`src/rtl/instr_encoder.sv`:
```
// instr_encoder: turns symbolic MIPS instructions into 32-bit machine words
// and writes them into instruction memory, one word per address from 0.
// Each program ends with an all-zero terminator word.
//
// Ports:
//   clk, rst_n          clock, synchronous active-low reset
//   start               pulse: begin a new program at address 0
//   in_valid/in_ready   instruction handshake
//   op_sel              operation selector (NOP..END)
//   rs, rt, rd, shamt   register / shift fields
//   imm                 immediate for ADDI/LW/SW
//   target              absolute word target for BEQ/BNE/JAL
//   imem_we/imem_ready  back-pressured memory write handshake
//   imem_addr/wdata     write address and encoded word
//   word_count          words written in this program, terminator included
//   done                terminator written
//   error               non-END instruction arrived at the reserved last slot
module instr_encoder #(
  parameter int unsigned ADDR_W = 10,
  parameter int unsigned DEPTH  = 2**ADDR_W
) (
  input  logic              clk,
  input  logic              rst_n,
  input  logic              start,
  input  logic              in_valid,
  output logic              in_ready,
  input  logic [3:0]        op_sel,
  input  logic [4:0]        rs,
  input  logic [4:0]        rt,
  input  logic [4:0]        rd,
  input  logic [4:0]        shamt,
  input  logic [15:0]       imm,
  input  logic [ADDR_W-1:0] target,
  output logic              imem_we,
  input  logic              imem_ready,
  output logic [ADDR_W-1:0] imem_addr,
  output logic [31:0]       imem_wdata,
  output logic [ADDR_W:0]   word_count,
  output logic              done,
  output logic              error
);

  typedef enum logic [2:0] {IDLE, LOAD, TERM, DONE, ERR} state_e;

  typedef enum logic [3:0] {
    OP_NOP, OP_ADD, OP_SUB, OP_AND, OP_OR, OP_SLT, OP_SLL, OP_SRL,
    OP_JR, OP_ADDI, OP_LW, OP_SW, OP_BEQ, OP_BNE, OP_JAL, OP_END
  } op_e;

  localparam logic [ADDR_W-1:0] LAST = ADDR_W'(DEPTH - 1);

  state_e            state;
  op_e               op;
  logic [ADDR_W-1:0] addr;      // next free slot
  logic [ADDR_W-1:0] eff_addr;  // slot an instruction accepted this cycle lands in
  logic              complete;
  logic              accept;
  logic [15:0]       off;
  logic [31:0]       enc_word;

  assign op       = op_e'(op_sel);
  assign complete = imem_we && imem_ready;
  assign in_ready = (state == LOAD) && (!imem_we || imem_ready);
  assign accept   = in_valid && in_ready && !start;

  // A write completing on the same edge as an acceptance frees the slot,
  // so the new instruction goes to the following address.
  assign eff_addr = complete ? addr + ADDR_W'(1) : addr;

  // Branch offset relative to the delay-slot address, modulo 2^16.
  assign off = 16'(target) - 16'(eff_addr) - 16'd1;

  always_comb begin
    enc_word = '0;
    unique case (op)
      OP_NOP:  enc_word = '0;
      OP_ADD:  enc_word = {6'b0, rs, rt, rd, 5'b0, 6'b100000};
      OP_SUB:  enc_word = {6'b0, rs, rt, rd, 5'b0, 6'b100010};
      OP_AND:  enc_word = {6'b0, rs, rt, rd, 5'b0, 6'b100100};
      OP_OR:   enc_word = {6'b0, rs, rt, rd, 5'b0, 6'b100101};
      OP_SLT:  enc_word = {6'b0, rs, rt, rd, 5'b0, 6'b101010};
      OP_SLL:  enc_word = {6'b0, 5'b0, rt, rd, shamt, 6'b000000};
      OP_SRL:  enc_word = {6'b0, 5'b0, rt, rd, shamt, 6'b000010};
      OP_JR:   enc_word = {6'b0, rs, 15'b0, 6'b001000};
      OP_ADDI: enc_word = {6'b001000, rs, rt, imm};
      OP_LW:   enc_word = {6'b100011, rs, rt, imm};
      OP_SW:   enc_word = {6'b101011, rs, rt, imm};
      OP_BEQ:  enc_word = {6'b000100, rs, rt, off};
      OP_BNE:  enc_word = {6'b000101, rs, rt, off};
      OP_JAL:  enc_word = {6'b000011, 26'(target)};
      OP_END:  enc_word = '0;
    endcase
  end

  always_ff @(posedge clk) begin
    if (!rst_n) begin
      state      <= IDLE;
      addr       <= '0;
      imem_we    <= 1'b0;
      imem_addr  <= '0;
      imem_wdata <= '0;
      word_count <= '0;
      done       <= 1'b0;
      error      <= 1'b0;
    end else if (start) begin
      state      <= LOAD;
      addr       <= '0;
      imem_we    <= 1'b0;
      imem_addr  <= '0;
      imem_wdata <= '0;
      word_count <= '0;
      done       <= 1'b0;
      error      <= 1'b0;
    end else begin
      if (complete) begin
        addr       <= addr + ADDR_W'(1);
        word_count <= word_count + (ADDR_W+1)'(1);
      end
      case (state)
        LOAD: begin
          if (accept) begin
            if (op == OP_END) begin
              imem_we    <= 1'b1;
              imem_addr  <= eff_addr;
              imem_wdata <= '0;
              state      <= TERM;
            end else if (eff_addr == LAST) begin
              imem_we <= 1'b0;
              error   <= 1'b1;
              state   <= ERR;
            end else begin
              imem_we    <= 1'b1;
              imem_addr  <= eff_addr;
              imem_wdata <= enc_word;
            end
          end else if (complete) begin
            imem_we <= 1'b0;
          end
        end
        TERM: begin
          if (complete) begin
            imem_we <= 1'b0;
            done    <= 1'b1;
            state   <= DONE;
          end
        end
        default: ;
      endcase
    end
  end

endmodule

```
`config.mk`:
```
export PLATFORM = sky130hd
export DESIGN_NAME = instr_encoder
export DESIGN_NICKNAME = d
export VERILOG_FILES = /design/src/rtl/instr_encoder.sv
export SDC_FILE = /design/constraint.sdc
export NUM_CORES = 1
export LEC_CHECK = 0
export BUFFER_PORTS_ARGS = -buffer_cell sky130_fd_sc_hd__clkbuf_2
export CAP_MARGIN = 20
export CELL_PAD_IN_SITES_DETAIL_PLACEMENT = 0
export CELL_PAD_IN_SITES_GLOBAL_PLACEMENT = 1
export CORE_UTILIZATION = 38
export CTS_BUF_LIST = sky130_fd_sc_hd__clkbuf_16
export DETAILED_ROUTE_END_ITERATION = 16
export GPL_ROUTABILITY_DRIVEN = 0
export PLACE_DENSITY = 0.8
export SETUP_SLACK_MARGIN = 0.4
export SLEW_MARGIN = 0
export SYNTH_ARGS = -nofsm -noshare
export SYNTH_HDL_FRONTEND = slang
export SYNTH_SLANG_ARGS = --single-unit
```
`constraint.sdc`:
```
create_clock -name clk -period 4.2 [get_ports clk]
set_input_delay 0.63 -clock clk [delete_from_list [all_inputs] [get_ports clk]]
set_output_delay 0.63 -clock clk [all_outputs]
set_load 0.005 [all_outputs]
```
## Word level (Yosys, flattened, before mapping)

Index checks and enable logic that the tools add are counted.

- Bitwise operators: 2
- Mux-type cells: 17
- Reductions and logical operators: 16
- Add/subtract/negate cells: 4
- Equal/unequal tests: 25

Operator list:

| operator | count |
|---|---|
| case mux 32 bit (15 select lines) | 1 |
| 2-to-1 mux 32 bit | 2 |
| equality test 4 bit, second input constant | 8 |
| 2-to-1 mux 10 bit | 3 |
| equality test 4 x 3 -> 1 bit, second input constant | 4 |
| 2-to-1 mux 3 bit | 4 |
| AND reduction 4 bit | 3 |
| subtractor 11 x 2 -> 12 bit, second input constant | 1 |
| adder 11 x 1 -> 11 bit, second input constant | 1 |
| subtractor 10 x 10 -> 11 bit | 1 |
| adder 10 x 1 -> 10 bit, second input constant | 1 |
| equality test 10 bit, second input constant | 1 |
| equality test 4 x 2 -> 1 bit, second input constant | 2 |
| inequality test 2 bit, second input constant | 3 |
| inequality test 3 bit, second input constant | 2 |
| case mux 3 bit (2 select lines) | 1 |
| 2-to-1 mux 1 bit | 5 |
| equality test 4 x 1 -> 1 bit, second input constant | 1 |
| logical AND 1 bit | 4 |
| logical NOT 4 bit | 1 |
| inequality test 4 x 2 -> 1 bit, second input constant | 1 |
| equality test 3 x 1 -> 1 bit, second input constant | 1 |
| equality test 3 x 2 -> 1 bit, second input constant | 1 |
| inequality test 3 x 1 -> 1 bit, second input constant | 1 |
| other kinds (9) | 11 |

- Flip-flop bits (word level): 69
- Output and inout bits: 57
- Input port bits: 55
- Logic and storage cells: 73

## Depth between registers and ports, before layout

- Word-level depth: 8
- Depth in mapped cells: 15

## Worst setup path after synthesis

OpenSTA, ideal clock, no wires.

- Path kind: input-to-reg
- Start: in imem_ready
- End: reg imem_wdata[8]
- Stages: 14
- Arrival time: 3757 ps
- Data required time: 4070 ps
- Path buffers: 1
- Setup slack: 313 ps
- Library setup time: 130 ps
- Cells stage by stage: and2_1 clkbuf_1 mux2i_1 inv_1 fa_1 inv_1 a21o_1 o2111ai_1 a31oi_1 o21ai_0 a2111oi_4 xnor2_1 a222oi_1 o31ai_1

- Word-level cells in the longest chain between the ends: 7
- Elaborated cells on any way between the ends: 14

Ends and longest elaborated chain:

| what | line | text |
|---|---|---|
| start, declared | 35 | `input logic imem_ready,` |
| logical AND 1 bit (*) | 62 | `assign complete = imem_we && imem_ready;` |
| 2-to-1 mux 10 bit (*) | -- |  |
| via eff_addr[1] | 55 | `logic [ADDR_W-1:0] eff_addr;` |
| subtractor 10 x 10 -> 11 bit | 71 | `assign off = 16'(target) - 16'(eff_addr) - 16'd1;` |
| subtractor 11 x 2 -> 12 bit | 71 |  |
| case mux 32 bit (15 select lines) | 75 | `unique case (op)` |
| 2-to-1 mux 32 bit | 127 | `end else if (eff_addr == LAST) begin` |
| 2-to-1 mux 32 bit | 122 | `if (op == OP_END) begin` |
| end signal, assigned | 134 | `imem_wdata <= enc_word;` |
| end, declared | 37 | `output logic [31:0] imem_wdata,` |

The timed path passes the listed nets; every way through them passes the cells marked *. The select of a mux whose other input is x is not followed.
A chain may end at the register's enable or synchronous reset.

## Worst setup path in the final report

- Start: in imem_ready
- End: reg imem_wdata[11]

The elaborated chain is that of the path after synthesis.

==> run metrics <==
status=finished clean; flop2flop setup slack=roughly 0.64 ns; Max FO, Critical Path=5; vias per inst=5.609; gate count after technology mapping=537; Critical R2R Launch=addr[0]$_SDFF_PP0_; P_leak=0.002064 uW; final count of hold timing violations=0; largest family of logic cells by synthesized area=compound AO/OA/AOI/OAI gates; DR iter-0 viols=around 380; most common cell after layout, fill and taps aside=clkbuf_2; worst min path class=reg2reg; chip width=106.7 um; Worst EP arrival=~3.8 ns; max incr delay on CP=0.41 ns; fmax=279.4 MHz; Post-Route WL=12,560 um; Row Count=37; Yosys top cell by area=dfxtp_1; largest net degree at the start of global routing=36; Worst Tran Pin Value=0.6639 ns; pre-CTS setup slack=0.1335 ns; Synth Area in Adders=0.03186; CP Capture Point=imem_wdata[11]$_SDFFE_PP0P_; Remaining Overflow, GRT=0; later-pin clock latency in the skew report=0.33 ns; final period utilization=0.8520; clk buf depth=2; most frequent cells in the layout=clkbuf_2, dfxtp_1, nor2_1; XOR/XNOR Fraction of Synth Area=0.05561; effective utilization at floorplan=0.3979; RR Endpoint=imem_wdata[7]$_SDFFE_PP0P_; clock-pin slew on the worst setup and hold paths=~0.050 ns; clock sink count=68; via count=between 4,000 and 5,000; layout cell share with drive strength beyond 1=0.2535; Ys Warns=0; total CTS buffers=9; Post-Syn Area=4163 um^2; Netlist cell types=66; Synth Register Bits=68; Seq/Total Area, Yosys=0.3270; H-tree Lvls=3; number of synthesized flops with an enable pin=0; antenna violations before repair=0; drt wl/cell=16.21 um; Power Density=313.5 nW/um^2; CP Cell Sequence=clkbuf_2 > and2_2 > xnor2_2 > inv_1 > ha_1 > fa_1 > inv_1 > a21o_1 > o2111ai_1 > a31oi_4 > buf_4 > o22ai_1 > a311oi_2 > nor3_1 > o21ai_2 > a211oi_1; compound-gate portion of the synthesized area=0.2669; fin. max-slew vios=0; setup tns final=0 ns; DIE HEIGHT=about 110 um; ANT nets after route=0; Slew headroom=0.5565; HPWL after DPL=9577 um; max cap viols=0; crit path from=imem_ready; mux share of post-synthesis cell area=0.007214; Layout Skew=0.009601 ns; CP Launch Type=input pin; Crit-path slowest cell=fa_1; top-level port count=approximately 110; CTS root buf=clkbuf_16; r2r worst-path depth=14; dominant cells by area after synthesis=dfxtp_1, a21oi_1, nor2_1, nand2_1, nand3_1; vias in the first global route=about 4,000; min Tclk post-route=3.579 ns; Area Growth Syn to Fin=26.30%; nets=700; Crit. End Element=flip-flop; RSZ-0062 raised after global routing=no; Req. time, crit path=about 4.4 ns; syn_area_per_cell=7.752 um^2; port bufs=110; ANT cells=0; worst path buffer plus inverter count=4; critical setup path kind=in2reg; ys async rst share=0; post-synthesis simple-gate area fraction=0.2648; drt pass-1 iters=7; core area=between 10,000 and 15,000 um^2; Yosys top cell area share=0.3270; commonest register cell after synthesis=dfxtp_1; final setup margin=0.6215 ns; Cells after DPL=between 700 and 800; fill count=around 1,000; CTS tree=built; CP most frequent cell=inv_1; die area=11,380 um^2; number of cells on the critical path=16; Setup Viol. Count Final=0; worst ir drop on vdd=approximately 170 uV; hold_buf cts=0; Non-Filler Instances=around 780; Top Family by Delay on Critical Path=compound AO/OA/AOI/OAI gates; syn nets=between 600 and 700; global-route wire length before repair=20,250 um; GR Util All Layers=0.2259; Residual DRC=0
state kept, by name (all words and copies together), names as in the netlist:
register and cells:
imem_wdata 31, done 1, imem_we 1, addr 10
state 3, word_count 11, error 1, imem_addr 10
cell usage after synthesis, types with 7 or more instances:
cell	instances
dfxtp_1	68
nor2_1	57
nand2_1	56
a21oi_1	51
nand3_1	28
o21ai_0	28
clkbuf_1	22
a211oi_1	16
inv_1	13
xor2_1	13
and2_1	11
or3_1	11
ha_1	9
xnor2_1	9
a22oi_1	8
and3_1	8
buf_1	8
nor2b_1	8
a222oi_1	7
cell type report:
type	instances	area, um^2	area share
multi-input combinational	422	2734	0.5200
inverter	13	48.80	0.009281
timing repair buffer	121	633.1	0.1204
tap	136	170.2	0.03237
clock buffer	9	225.2	0.04284
clock inverter	6	81.33	0.01547
sequential	68	1365	0.2596
stage by stage:
step	cell area, um^2	total power [uW]	utilization	hold slack, ns
6_report	5258	1648	0.5025	0.4492
5_1_grt	5258	1715	0.5025	0.4718
4_1_cts	5139	1653	0.4912	0.4553
3_5_place_dp	4832	869.0	0.4619	0.4483
3_3_place_gp	4832	865.6	0.4619	0.4370
2_1_floorplan	4169	796.9	-	0.4482
logic make-up (layout without fill, tap and decap cells):
group | after synthesis | count (layout)
muxes | 3 | 3
DFF | 68 | 68
AOI/OAI and AO/OA | 163 | 163
and+or+nand+nor | 221 | 221
adders and majority gates | 10 | 10
other | 1 | 1
xor gates and xnor gates | 24 | 24
buffers and inverters | 47 | 149
how the worst min path moves through the flow:
stage | from | endpoint | slack, ns | depth (start not counted)
after CTS | imem_wdata[20]$_SDFFE_PP0P_ | imem_wdata[20]$_SDFFE_PP0P_ | 0.46 | 2
after floorplan | imem_wdata[29]$_SDFFE_PP0P_ | imem_wdata[29]$_SDFFE_PP0P_ | 0.45 | 2
after detailed placement | imem_wdata[18]$_SDFFE_PP0P_ | imem_wdata[18]$_SDFFE_PP0P_ | 0.45 | 2
final | imem_wdata[20]$_SDFFE_PP0P_ | imem_wdata[20]$_SDFFE_PP0P_ | 0.45 | 2
after global placement | imem_wdata[20]$_SDFFE_PP0P_ | imem_wdata[20]$_SDFFE_PP0P_ | 0.44 | 2
after global routing | imem_wdata[31]$_SDFFE_PP0P_ | imem_wdata[31]$_SDFFE_PP0P_ | 0.47 | 2
report_power, final:
| group | switching (uW) | internal [uW] | total, uW |
|---|---|---|---|
| registers | 3.54 | 650 | 654 |
| clock network | 270 | 511 | 781 |
| logic | 132 | 81.2 | 213 |
worst register-to-register path, stage by stage (launching register included):
cell	delay, ns
dfxtp_2	0.40
ha_4	0.18
inv_1	0.09
nor2_1	0.14
xnor2_1	0.17
ha_1	0.33
and2_1	0.22
a21boi_1	0.15
a311o_1	0.37
or3_1	0.47
o2111a_1	0.20
a311oi_1	0.29
nand3b_1	0.18
a21oi_1	0.08
o21a_1	0.18
metal layers:
| layer | GRT usage | up-vias | routed length (um) |
|---|---|---|---|
| li1 | - | 2162 | - |
| met1 | 0.2939 | 2032 | 5875 |
| met2 | 0.3659 | 132 | 5782 |
| met3 | 0.03708 | 21 | 580 |
| met4 | 0.1018 | 0 | 323 |
| met5 | 0 | - | 0 |
repair_timing:
item / 4_1_cts / 5_1_grt
buffers inserted: 0 / 1
endpoints found under the setup margin: 0 / 9
gates resized for setup: 0 / 23
Note: power is estimated with default switching activity, not from simulation.
